<file path="config.mk">
export PLATFORM = sky130hd
export DESIGN_NAME = issue_round_sequencer
export DESIGN_NICKNAME = d
export VERILOG_FILES = /design/src/rtl/issue_round_sequencer.sv
export SDC_FILE = /design/constraint.sdc
export NUM_CORES = 1
export LEC_CHECK = 0
export ABC_AREA = 1
export BUFFER_PORTS_ARGS = -buffer_cell sky130_fd_sc_hd__buf_4
export CAP_MARGIN = 20
export CORE_MARGIN = 2
export CORE_UTILIZATION = 45
export CTS_BUF_LIST = sky130_fd_sc_hd__clkbuf_8
export DETAILED_ROUTE_END_ITERATION = 6
export GPL_TIMING_DRIVEN = 0
export PLACE_DENSITY_LB_ADDON = 0.08
export SLEW_MARGIN = 25
export SYNTH_ARGS = -nofsm -noshare
export SYNTH_HDL_FRONTEND = slang
export SYNTH_SLANG_ARGS = --single-unit
</file>
<file path="constraint.sdc">
create_clock -name clk -period 5.15 [get_ports clk]
set_input_delay 0.515 -clock clk [delete_from_list [all_inputs] [get_ports clk]]
set_output_delay 0.515 -clock clk [all_outputs]
set_load 0.03 [all_outputs]
</file>
<file path="src/rtl/issue_round_sequencer.sv">
// Steps a same-size convolution over the image in rounds of up to NUM_ALLOC output pixels,
// owning IssueBroadcast's reset and waiting for its done and for the allocators to drain.
module issue_round_sequencer #(
  parameter int unsigned NUM_ALLOC = 4
) (
  input  logic        clk,
  input  logic        rst_n,
  input  logic        i_start,
  input  logic        i_abort,
  input  logic [7:0]  i_cfg_dim,
  input  logic [2:0]  i_cfg_filter,
  input  logic [8:0]  i_cfg_z_max,
  input  logic        i_bcast_done,
  input  logic        i_alloc_idle,
  output logic        o_bcast_rst,
  output logic [1:0]  o_image_padding,
  output logic [7:0]  o_x_min,
  output logic [7:0]  o_x_max,
  output logic [7:0]  o_x_start,
  output logic [7:0]  o_x_end,
  output logic [7:0]  o_y_min,
  output logic [7:0]  o_y_max,
  output logic [8:0]  o_z_max,
  output logic [4:0]  o_round_len,
  output logic [15:0] o_round_idx,
  output logic        o_busy,
  output logic        o_seq_done,
  output logic        o_cfg_err
);

  typedef enum logic [2:0] {
    StIdle, StLoad, StKick, StRun, StDrain, StNext, StFin
  } state_e;

  localparam logic [4:0]  NumAlloc5  = 5'(NUM_ALLOC);
  localparam logic [8:0]  NumAlloc9  = 9'(NUM_ALLOC);
  localparam logic [15:0] NumAlloc16 = 16'(NUM_ALLOC);

  state_e      r_state_q, r_state_d;
  logic [7:0]  r_dim_q, r_dim_d;
  logic [1:0]  r_pad_q, r_pad_d;
  logic [15:0] r_area_q, r_area_d;
  logic [15:0] r_idx_q, r_idx_d;
  logic [7:0]  r_sx_q, r_sx_d;
  logic [7:0]  r_sy_q, r_sy_d;
  logic [7:0]  r_x_max_q, r_x_max_d;
  logic [7:0]  r_x_start_q, r_x_start_d;
  logic [7:0]  r_x_end_q, r_x_end_d;
  logic [7:0]  r_y_min_q, r_y_min_d;
  logic [7:0]  r_y_max_q, r_y_max_d;
  logic [8:0]  r_z_max_q, r_z_max_d;
  logic [4:0]  r_len_q, r_len_d;
  logic [15:0] r_round_idx_q, r_round_idx_d;
  logic        r_bcast_rst_q, r_bcast_rst_d;
  logic        r_busy_q, r_busy_d;
  logic        r_seq_done_q, r_seq_done_d;
  logic        r_cfg_err_q, r_cfg_err_d;

  // Configuration check on the raw inputs
  logic       w_filter_ok;
  logic [1:0] w_pad;
  logic [8:0] w_span;
  logic       w_cfg_ok;

  always_comb begin
    w_filter_ok = 1'b1;
    w_pad       = 2'd0;
    case (i_cfg_filter)
      3'd1:    w_pad = 2'd0;
      3'd3:    w_pad = 2'd1;
      3'd5:    w_pad = 2'd2;
      default: w_filter_ok = 1'b0;
    endcase
  end

  assign w_span   = {1'b0, i_cfg_dim} + {6'd0, w_pad, 1'b0};
  assign w_cfg_ok = w_filter_ok && (NumAlloc9 <= {1'b0, i_cfg_dim}) && (w_span <= 9'd256);

  // Round geometry from the current start position
  logic [15:0] w_rem;
  logic [4:0]  w_len;
  logic [8:0]  w_ex_raw;
  logic        w_ex_wrap;
  logic [7:0]  w_ex;
  logic [7:0]  w_ey;
  logic [7:0]  w_pad2;
  logic [8:0]  w_sx_raw;
  logic        w_sx_wrap;
  logic [7:0]  w_sx_nx;
  logic [15:0] w_idx_nx;

  assign w_pad2    = {5'd0, r_pad_q, 1'b0};
  assign w_rem     = r_area_q - r_idx_q;
  assign w_len     = (w_rem < NumAlloc16) ? w_rem[4:0] : NumAlloc5;
  assign w_ex_raw  = {1'b0, r_sx_q} + {4'd0, w_len} - 9'd1;
  assign w_ex_wrap = (w_ex_raw >= {1'b0, r_dim_q});
  assign w_ex      = w_ex_wrap ? 8'(w_ex_raw - {1'b0, r_dim_q}) : w_ex_raw[7:0];
  assign w_ey      = r_sy_q + {7'd0, w_ex_wrap};
  assign w_sx_raw  = {1'b0, r_sx_q} + NumAlloc9;
  assign w_sx_wrap = (w_sx_raw >= {1'b0, r_dim_q});
  assign w_sx_nx   = w_sx_wrap ? 8'(w_sx_raw - {1'b0, r_dim_q}) : w_sx_raw[7:0];
  assign w_idx_nx  = r_idx_q + {11'd0, r_len_q};

  always_comb begin
    r_state_d     = r_state_q;
    r_dim_d       = r_dim_q;
    r_pad_d       = r_pad_q;
    r_area_d      = r_area_q;
    r_idx_d       = r_idx_q;
    r_sx_d        = r_sx_q;
    r_sy_d        = r_sy_q;
    r_x_max_d     = r_x_max_q;
    r_x_start_d   = r_x_start_q;
    r_x_end_d     = r_x_end_q;
    r_y_min_d     = r_y_min_q;
    r_y_max_d     = r_y_max_q;
    r_z_max_d     = r_z_max_q;
    r_len_d       = r_len_q;
    r_round_idx_d = r_round_idx_q;
    r_cfg_err_d   = 1'b0;

    unique case (r_state_q)
      StIdle: begin
        if (i_start && !i_abort) begin
          if (w_cfg_ok) begin
            r_state_d     = StLoad;
            r_dim_d       = i_cfg_dim;
            r_pad_d       = w_pad;
            r_area_d      = {8'd0, i_cfg_dim} * {8'd0, i_cfg_dim};
            r_x_max_d     = w_span[7:0] - 8'd1;
            r_z_max_d     = i_cfg_z_max;
            r_idx_d       = 16'd0;
            r_sx_d        = 8'd0;
            r_sy_d        = 8'd0;
            r_round_idx_d = 16'd0;
          end else begin
            r_cfg_err_d = 1'b1;
          end
        end
      end
      StLoad: begin
        r_x_start_d = r_sx_q;
        r_x_end_d   = w_ex + w_pad2;
        r_y_min_d   = r_sy_q;
        r_y_max_d   = w_ey + w_pad2;
        r_len_d     = w_len;
        r_state_d   = StKick;
      end
      StKick: r_state_d = StRun;
      StRun: begin
        if (i_bcast_done) r_state_d = StDrain;
      end
      StDrain: begin
        if (i_alloc_idle) r_state_d = StNext;
      end
      StNext: begin
        r_idx_d = w_idx_nx;
        if (w_idx_nx == r_area_q) begin
          r_state_d = StFin;
        end else begin
          r_round_idx_d = r_round_idx_q + 16'd1;
          r_sx_d        = w_sx_nx;
          r_sy_d        = r_sy_q + {7'd0, w_sx_wrap};
          r_state_d     = StLoad;
        end
      end
      StFin:   r_state_d = StIdle;
      default: r_state_d = StIdle;
    endcase

    if (i_abort) r_state_d = StIdle;

    // Status outputs are registered copies of the decoded next state
    r_bcast_rst_d = (r_state_d != StRun);
    r_busy_d      = (r_state_d != StIdle);
    r_seq_done_d  = (r_state_d == StFin);
  end

  always_ff @(posedge clk or negedge rst_n) begin
    if (!rst_n) begin
      r_state_q     <= StIdle;
      r_dim_q       <= 8'd0;
      r_pad_q       <= 2'd0;
      r_area_q      <= 16'd0;
      r_idx_q       <= 16'd0;
      r_sx_q        <= 8'd0;
      r_sy_q        <= 8'd0;
      r_x_max_q     <= 8'd0;
      r_x_start_q   <= 8'd0;
      r_x_end_q     <= 8'd0;
      r_y_min_q     <= 8'd0;
      r_y_max_q     <= 8'd0;
      r_z_max_q     <= 9'd0;
      r_len_q       <= 5'd0;
      r_round_idx_q <= 16'd0;
      r_bcast_rst_q <= 1'b1;
      r_busy_q      <= 1'b0;
      r_seq_done_q  <= 1'b0;
      r_cfg_err_q   <= 1'b0;
    end else begin
      r_state_q     <= r_state_d;
      r_dim_q       <= r_dim_d;
      r_pad_q       <= r_pad_d;
      r_area_q      <= r_area_d;
      r_idx_q       <= r_idx_d;
      r_sx_q        <= r_sx_d;
      r_sy_q        <= r_sy_d;
      r_x_max_q     <= r_x_max_d;
      r_x_start_q   <= r_x_start_d;
      r_x_end_q     <= r_x_end_d;
      r_y_min_q     <= r_y_min_d;
      r_y_max_q     <= r_y_max_d;
      r_z_max_q     <= r_z_max_d;
      r_len_q       <= r_len_d;
      r_round_idx_q <= r_round_idx_d;
      r_bcast_rst_q <= r_bcast_rst_d;
      r_busy_q      <= r_busy_d;
      r_seq_done_q  <= r_seq_done_d;
      r_cfg_err_q   <= r_cfg_err_d;
    end
  end

  assign o_bcast_rst     = r_bcast_rst_q;
  assign o_image_padding = r_pad_q;
  assign o_x_min         = 8'd0;
  assign o_x_max         = r_x_max_q;
  assign o_x_start       = r_x_start_q;
  assign o_x_end         = r_x_end_q;
  assign o_y_min         = r_y_min_q;
  assign o_y_max         = r_y_max_q;
  assign o_z_max         = r_z_max_q;
  assign o_round_len     = r_len_q;
  assign o_round_idx     = r_round_idx_q;
  assign o_busy          = r_busy_q;
  assign o_seq_done      = r_seq_done_q;
  assign o_cfg_err       = r_cfg_err_q;

endmodule

</file>
==> impl_metrics.env, run 1 <==
export IMPL_status="finished with violations"
export IMPL_violations="setup timing"
export IMPL_required_ps=5540
export IMPL_crit_top_cell="nand2_2"
export IMPL_viasPerCell=5.04
export IMPL_synth_flop_cell="dfrtp_1"
export IMPL_stdcell_area_mm2=0.0137
export IMPL_grt_max_degree=76
export IMPL_start_kind="flop"
export IMPL_place_port_buffers=100
export IMPL_dieArea_mm2=0.0254
export IMPL_synth_cell_area_mm2=0.0108
export IMPL_tightest_slew_ps=802
export IMPL_drc_errors=0
export IMPL_rsz0062_at_grt="true"
export IMPL_dr_pass1_iters=5
export IMPL_ys_warnings_count=0
export IMPL_path_clk_slew_ps=90
export IMPL_yosysUniqueCellTypes=43
export IMPL_io_pins=110
export IMPL_synthToLayoutAreaGrowth_pct=26.4
export IMPL_min_path_type="in -> reg"
export IMPL_period_share_pct=111
export IMPL_gp_congestion=0.893
export IMPL_die_h_um=159
export IMPL_place_area_mm2=0.0123
export IMPL_wirelength_mm=30.3
export IMPL_finalCriticalPeriod_ps=5690
export IMPL_p_int_mw=2.84
export IMPL_gr_total_overflow=0
export IMPL_postSynthAreaPerCell_um2=7.24
export IMPL_layout_nets=1841
export IMPL_crit_fanout=5
export IMPL_synthArstFlopShare_pct=100
export IMPL_maxCapViolCount=0
export IMPL_start_util_pct=46.1
export IMPL_cts_tree="yes"
export IMPL_p_per_area_mw_per_mm2=373
export IMPL_fin_skew_ps=16.3
export IMPL_antennaDiodeCount=0
export IMPL_pwr_share_seq_pct=26.5
export IMPL_worst_slack_ps=-543
export IMPL_netlist_area_leader_share_pct=30.4
export IMPL_tns_ps=-6010
export IMPL_grt_antenna_before_repair=0
export IMPL_detail_route_antenna_nets=0
export IMPL_maxSlewViolCount=0
export IMPL_dpl_hpwl_mm=22.8
export IMPL_core_mm2=0.0235
export IMPL_htreeDepth=4
export IMPL_synth_enable_flop_cells=0
export IMPL_fin_util_pct=58.2
export IMPL_ys_ff_latch=133
export IMPL_clk_root_buffer_cell="clkbuf_8"
export IMPL_synthTopCellsByArea="dfrtp_1 30%, nand2_1 15%, ha_1 11%"
export IMPL_slowest_delay_ps=420
export IMPL_gr_usage_all_layers_pct=24.1
export IMPL_dp_cells=1928
export IMPL_worst_ep_arrival_time_ps=6090
export IMPL_cts_made_buffers=17
export IMPL_clockBufferDepth=2
export IMPL_rows=56
export IMPL_finalPower_mw=5.11
export IMPL_p_leak_nw=7.10
export IMPL_dpl_worst_slack_ps=-976
export IMPL_fin_hold_ws_ps=248
export IMPL_postSynthCellCount=1498
export IMPL_fmax_mhz=176
export IMPL_ir_worst_vdd_uv=198
export IMPL_hold_violations=0
export IMPL_end_kind="flop"
export IMPL_drive_above_1_share_pct=21.7
export IMPL_fp_dieW_um=159
export IMPL_dr_total_vias=10200
export IMPL_setup_viol=13
export IMPL_swShare_pct=44.3
export IMPL_drtIter0Drc=555
export IMPL_cts_num_sinks=133
export IMPL_crit_type="reg -> reg"
export IMPL_worst_path_max_delay_cell="dfrtp_1"
export IMPL_clkPwrFrac_pct=18.3
export IMPL_final_cell_count_no_fill=2023
export IMPL_nFillCells=2260
export IMPL_grt_pass1_vias=9858
export IMPL_synth_seq_area_share_pct=30.7
export IMPL_switchingPower_mw=2.26
export IMPL_max_slew_margin_pct=46.1
export IMPL_grt_pass1_wl_mm=49.8
export IMPL_avgRoutedWirePerCell_um=15.0
export IMPL_synth_top_area_cell="dfrtp_1"
export IMPL_combinationalPowerShare_pct=55.2
export IMPL_clkLatencyLatePin_ps=460
-- sequential cells by signal (all words and copies together) (netlist names), 2 cells and up --
register         cells
r_dim_q              8
r_state_q            3
r_sy_q               8
o_x_start            8
o_x_max              8
o_round_idx         16
o_image_padding      2
r_area_q            14
o_y_min              8
o_z_max              9
r_idx_q             16
o_y_max              8
o_round_len          5
o_x_end              8
r_sx_q               8
-- cell usage after synthesis, types with 3 or more instances --
master / instances
xnor2_1: 22
a31oi_1: 3
and2_1: 3
clkbuf_1: 23
nor2_2: 3
a21o_1: 5
buf_2: 10
nand4_1: 16
ha_1: 92
nand2_1: 431
or2_2: 3
o21bai_1: 5
inv_2: 3
o21ai_1: 12
o21ai_0: 82
dfrtp_1: 132
nand3_1: 125
nand3b_1: 8
nand2_2: 5
xor2_1: 56
nor2_1: 105
o22ai_1: 11
fa_1: 32
nor4_1: 3
buf_4: 9
inv_1: 209
nor3_1: 21
a21oi_1: 46
-- logic make-up after synthesis --
| family | Yosys count | synth area share, % |
|---|---|---|
| AO/OA/AOI/OAI | 175 | 8.76 |
| flip-flops | 133 | 30.7 |
| buffers and inverters | 258 | 9.50 |
| adder cells (fa/ha/maj) | 124 | 16.5 |
| XOR/XNOR | 78 | 6.30 |
| AND/OR/NAND/NOR | 728 | 28.2 |
| other | 2 | 0.0692 |
-- routing by layer --
metal  GRT usage, %  part of all wire, %
met2           37.6                   44
met4           7.36                  1.9
met3           3.44                  4.1
met1           34.7                   50
met5              0                    0
-- path summary, 6_finish.rpt --
check | slack [ps] | to | cells after the start | startpoint
max reg2reg | -540 | o_y_max[6]$_DFFE_PN0P_ | 39 | r_idx_q[12]$_DFFE_PN0P_
max | -540 | o_y_max[6]$_DFFE_PN0P_ | 39 | r_idx_q[12]$_DFFE_PN0P_
max in group asynchronous | 3820 | o_bcast_rst$_DFF_PN1_ | 3 | rst_n
min in group asynchronous | 560 | o_round_len[4]$_DFFE_PN0P_ | 2 | rst_n
min reg2reg | 480 | o_y_min[0]$_DFFE_PN0P_ | 2 | o_y_min[0]$_DFFE_PN0P_
min | 250 | o_z_max[3]$_DFFE_PN0P_ | 3 | i_cfg_z_max[3]
-- power groups by stage --
stage | registers, mW | clock network (mW) | logic, mW
finish | 1.35 | 0.934 | 2.82
global route | 1.37 | 1.00 | 3.13
CTS | 1.35 | 0.958 | 2.56
detailed placement | 1.36 | 0 | 2.32
global placement | 1.36 | 0 | 2.29
floorplan | 1.49 | 0 | 1.56
-- final cells by class --
cell class	count	area [um^2]	area share, %
timing repair buffer	164	1310	9.53
inverter	212	808	5.90
buffer	46	245	1.79
clock inverter	15	166	1.21
sequential	133	3350	24.4
clock buffer	17	234	1.71
tap	319	399	2.91
multi-input combinational	1117	7200	52.5
-- critical path: cells and delay by family (launching register included) --
kind	cells	cell delay, ps
AO/OA/AOI/OAI	6	750
XOR/XNOR	2	330
adder cells (fa/ha/maj)	7	1850
buffers and inverters	7	600
flip-flops	1	420
AND/OR/NAND/NOR	17	1680
-- what timing repair did --
item	CTS	global route
pin swaps	29	47
endpoints found under the hold margin	39	0
setup endpoints to repair	16	16
setup buffers	38	25
gates resized for setup	75	69
gates cloned	1	0
hold buffers	1	0
-- cells in the final DEF (no fill, tap or decap), types with 8 or more instances in the layout --
master      n
nand3_2    11
dfrtp_1   117
ha_1       72
nor2_1     98
nor3_1     21
o21ai_0    71
nand3b_1    8
buf_4     166
inv_1     186
xnor2_1    20
buf_2       9
fa_1       29
clkbuf_8   17
dfrtp_2    15
nand3_1   111
a21oi_1    33
nor2_2      8
o21ai_1    18
clkbuf_1   23
nand2_1   408
inv_2      24
conb_1     12
nand2_2    23
ha_4       19
o22ai_1    11
nand4_1    16
xor2_1     54
No activity file was read; power rests on OpenSTA's default activity.
==> inputs of run 2 (changes only) <==
--- a/config.mk
+++ b/config.mk
@@ -5,7 +5,6 @@
 export SDC_FILE = /design/constraint.sdc
 export NUM_CORES = 1
 export LEC_CHECK = 0
-export ABC_AREA = 1
 export BUFFER_PORTS_ARGS = -buffer_cell sky130_fd_sc_hd__buf_4
 export CAP_MARGIN = 20
 export CORE_MARGIN = 2
==> run 2 against run 1 <==
Net effect:
- the run still ends with setup timing left
- cell count fell by 17%
- critical endpoint unchanged
- non-clock buffer count fell by 26
- sequential power rose by 7%
- clock power rose by 2.9%
==> impl_metrics.env, run 2 <==
export IMPL_ff2ff_path_depth=36
export IMPL_tightest_slew_ps=689
export IMPL_viasPerCell=5.33
export IMPL_clockBufferDepth=2
export IMPL_gr_usage_all_layers_pct=23.3
export IMPL_rsz0062_at_grt="true"
export IMPL_r2r_slack_ps=-1500
export IMPL_dr_pass1_iters=7
export IMPL_avgRoutedWirePerCell_um=16.6
export IMPL_layout_commonest_cell="nand2_1"
export IMPL_maxCapViolCount=0
export IMPL_end_kind="flop"
export IMPL_dpl_worst_slack_ps=-2490
export IMPL_die_h_um=157
export IMPL_worst_path_max_delay_cell="dfrtp_2"
export IMPL_fmax_mhz=150
export IMPL_pwr_share_seq_pct=27.2
export IMPL_ys_warnings_count=0
export IMPL_core_mm2=0.0233
export IMPL_required_ps=5500
export IMPL_period_share_pct=129
export IMPL_drt_met1_wl_mm=13.8
export IMPL_fin_skew_ps=18.9
export IMPL_fp_dieW_um=157
export IMPL_p_int_mw=2.97
export IMPL_hold_violations=0
export IMPL_status="finished with violations"
export IMPL_drive_above_1_share_pct=20.5
export IMPL_cts_num_sinks=133
export IMPL_rr_endpoint="o_y_max[6]$_DFFE_PN0P_"
export IMPL_clkPwrFrac_pct=18.1
export IMPL_grt_max_degree=73
export IMPL_synth_flop_cell="dfrtp_1"
export IMPL_drtIter0Drc=457
export IMPL_synth_cell_area_mm2=0.0105
export IMPL_layout_nets=1507
export IMPL_p_per_area_mw_per_mm2=414
export IMPL_nFillCells=2210
export IMPL_cts_made_buffers=17
export IMPL_cts_tree="yes"
export IMPL_met2_length_mm=12.7
export IMPL_combinationalPowerShare_pct=54.7
export IMPL_fin_hold_ws_ps=20.1
export IMPL_gp_congestion=0.889
export IMPL_dpl_hpwl_mm=21.0
export IMPL_synth_simple_area_share_pct=18.4
export IMPL_tns_ps=-21100
export IMPL_synth_top_family_by_area="simple AND/OR/NAND/NOR gates"
export IMPL_synthMuxAreaShare_pct=4.56
export IMPL_place_port_buffers=99
export IMPL_ys_ff_latch=133
export IMPL_finalPower_mw=5.31
export IMPL_rows=56
export IMPL_worst_ep_arrival_time_ps=7000
export IMPL_gr_total_overflow=0
export IMPL_clkLatencyLatePin_ps=470
export IMPL_crit_top_cell="ha_4"
export IMPL_wirelength_mm=28.0
export IMPL_drc_errors=0
export IMPL_dp_cells=1629
export IMPL_yosys_top_cells_count="152 x nand2_1, 132 x dfrtp_1, 101 x inv_1, 92 x ha_1, 91 x o21ai_0"
export IMPL_synth_top_area_cell="dfrtp_1"
export IMPL_maxSlewViolCount=0
export IMPL_final_cell_count_no_fill=1689
export IMPL_path_clk_slew_ps=100
export IMPL_yosysMostFrequentCell="nand2_1"
export IMPL_violations="setup timing"
export IMPL_met3_length_mm=1.23
export IMPL_switchingPower_mw=2.33
export IMPL_grt_pass1_vias=8629
export IMPL_worst_slack_ps=-1500
export IMPL_finalCriticalPeriod_ps=6650
export IMPL_synthAdderAreaFrac_pct=17.0
export IMPL_grt_pass1_wl_mm=45.3
export IMPL_regToRegStartpoint="r_area_q[3]$_DFFE_PN0P_"
export IMPL_io_pins=110
export IMPL_htreeDepth=4
export IMPL_grt_antenna_before_repair=0
export IMPL_routed_top_layer="met4"
export IMPL_crit_fanout=4
export IMPL_dr_total_vias=9009
export IMPL_yosysUniqueCellTypes=75
export IMPL_synthTopCellsByArea="dfrtp_1 31%, ha_1 11%, fa_1 6.1%"
export IMPL_crit_type="reg -> reg"
export IMPL_synth_compound_area_share_pct=15.5
export IMPL_clk_root_buffer_cell="clkbuf_8"
export IMPL_setup_viol=16
export IMPL_start_kind="flop"
export IMPL_synthArstFlopShare_pct=100
export IMPL_synthToLayoutAreaGrowth_pct=21.5
export IMPL_netlist_area_leader_share_pct=31.3
export IMPL_detail_route_antenna_nets=0
export IMPL_dieArea_mm2=0.0247
export IMPL_ir_worst_vdd_uv=205
export IMPL_final_cell_mix="147 x nand2_1, 133 x buf_4, 129 x dfrtp_1"
export IMPL_synth_seq_area_share_pct=31.6
export IMPL_start_util_pct=45.3
export IMPL_max_slew_margin_pct=54.1
export IMPL_antennaDiodeCount=0
export IMPL_swShare_pct=44.0
export IMPL_slowest_delay_ps=460
export IMPL_min_path_type="in -> async"
export IMPL_synth_enable_flop_cells=0
export IMPL_synthXorXnorAreaFrac_pct=6.78
export IMPL_postSynthAreaPerCell_um2=8.79
export IMPL_p_leak_nw=6.02
export IMPL_postSynthCellCount=1200
==> run 2: changes by cell type after synthesis, sizes merged, moves of 11 or more <==
cell	delta
nand2b	+14
and3	+14
mux2i	+21
and2	+28
nand2	-284
nor2	-49
mux2	+24
nand3	-81
nor2b	+11
xor2	-30
inv	-111
xnor2	+31
o31ai	+11
==> run 2: power by group through the flow <==
| stage | clock network (mW) | logic, mW | registers (mW) |
|---|---|---|---|
| 5_1_grt | 1.02 | 3.23 | 1.47 |
| 2_1_floorplan | 0 | 1.72 | 1.66 |
| 6_report | 0.961 | 2.90 | 1.44 |
| 3_5_place_dp | 0 | 2.63 | 1.46 |
| 3_3_place_gp | 0 | 2.61 | 1.46 |
| 4_1_cts | 0.986 | 2.83 | 1.44 |
==> run 2: layout make-up <==
class	count	area [um^2]	share of cell area, %
Sequential cell	133	3330	26.0
Timing Repair Buffer	128	1020	7.93
Clock inverter	15	184	1.44
Clock buffer	17	234	1.83
Buffer	56	279	2.18
Inverter	101	384	3.00
Multi-Input combinational cell	920	6990	54.5
Tap cell	319	399	3.11
==> run 2: timing repair <==
action	CTS	global route
buffers inserted	25	3
setup endpoints to repair	16	16
endpoints found under the hold margin	0	0
gates resized for setup	48	21
hold buffers	0	0
pin swaps	29	16
==> run 2: worst max path at each step <==
stage                            start                      to  slack (ps)  depth (start not counted)
2_1_floorplan   r_dim_q[0]$_DFFE_PN0P_  o_y_max[6]$_DFFE_PN0P_       -1140                         35
3_3_place_gp   r_idx_q[10]$_DFFE_PN0P_  o_x_end[7]$_DFFE_PN0P_       -2500                         31
5_1_grt        r_area_q[3]$_DFFE_PN0P_  o_y_max[6]$_DFFE_PN0P_       -1850                         37
6_report       r_area_q[3]$_DFFE_PN0P_  o_y_max[6]$_DFFE_PN0P_       -1500                         36
3_5_place_dp    r_dim_q[0]$_DFFE_PN0P_  o_x_end[7]$_DFFE_PN0P_       -2490                         32
4_1_cts        r_area_q[3]$_DFFE_PN0P_  o_y_max[6]$_DFFE_PN0P_       -1620                         36
==> run 2: critical path, delay by kind of cell, from the launching register on <==
kind            cells  cell delay (ps)
compound gates     10             1900
simple gates        9             1320
fa+ha+maj           7             1640
mux                 1              260
xor+xnor            1              150
flops               1              460
buf+inv             8              780
==> run 2: stage by stage <==
step / util [%] / area, um^2
floorplan: - / 10700
global placement: 50.9 / 11800
detailed placement: 51.1 / 11900
CTS: 54.6 / 12700
global route: 55.1 / 12800
finish: 55.1 / 12800
==> run 2: metal layers <==
| metal | vias to the layer above | track usage, % |
|---|---|---|
| li1 | 4454 | - |
| met1 | 4363 | 34.2 |
| met5 | - | 0 |
| met2 | 174 | 36.1 |
| met4 | 0 | 4.98 |
| met3 | 18 | 4.13 |
==> run 2: kinds of logic after synthesis <==
group / count (synthesis)
buf+inv: 157
fa+ha+maj: 124
simple gates: 400
other cells: 2
xor+xnor: 80
compound gates: 259
mux: 45
flops: 133
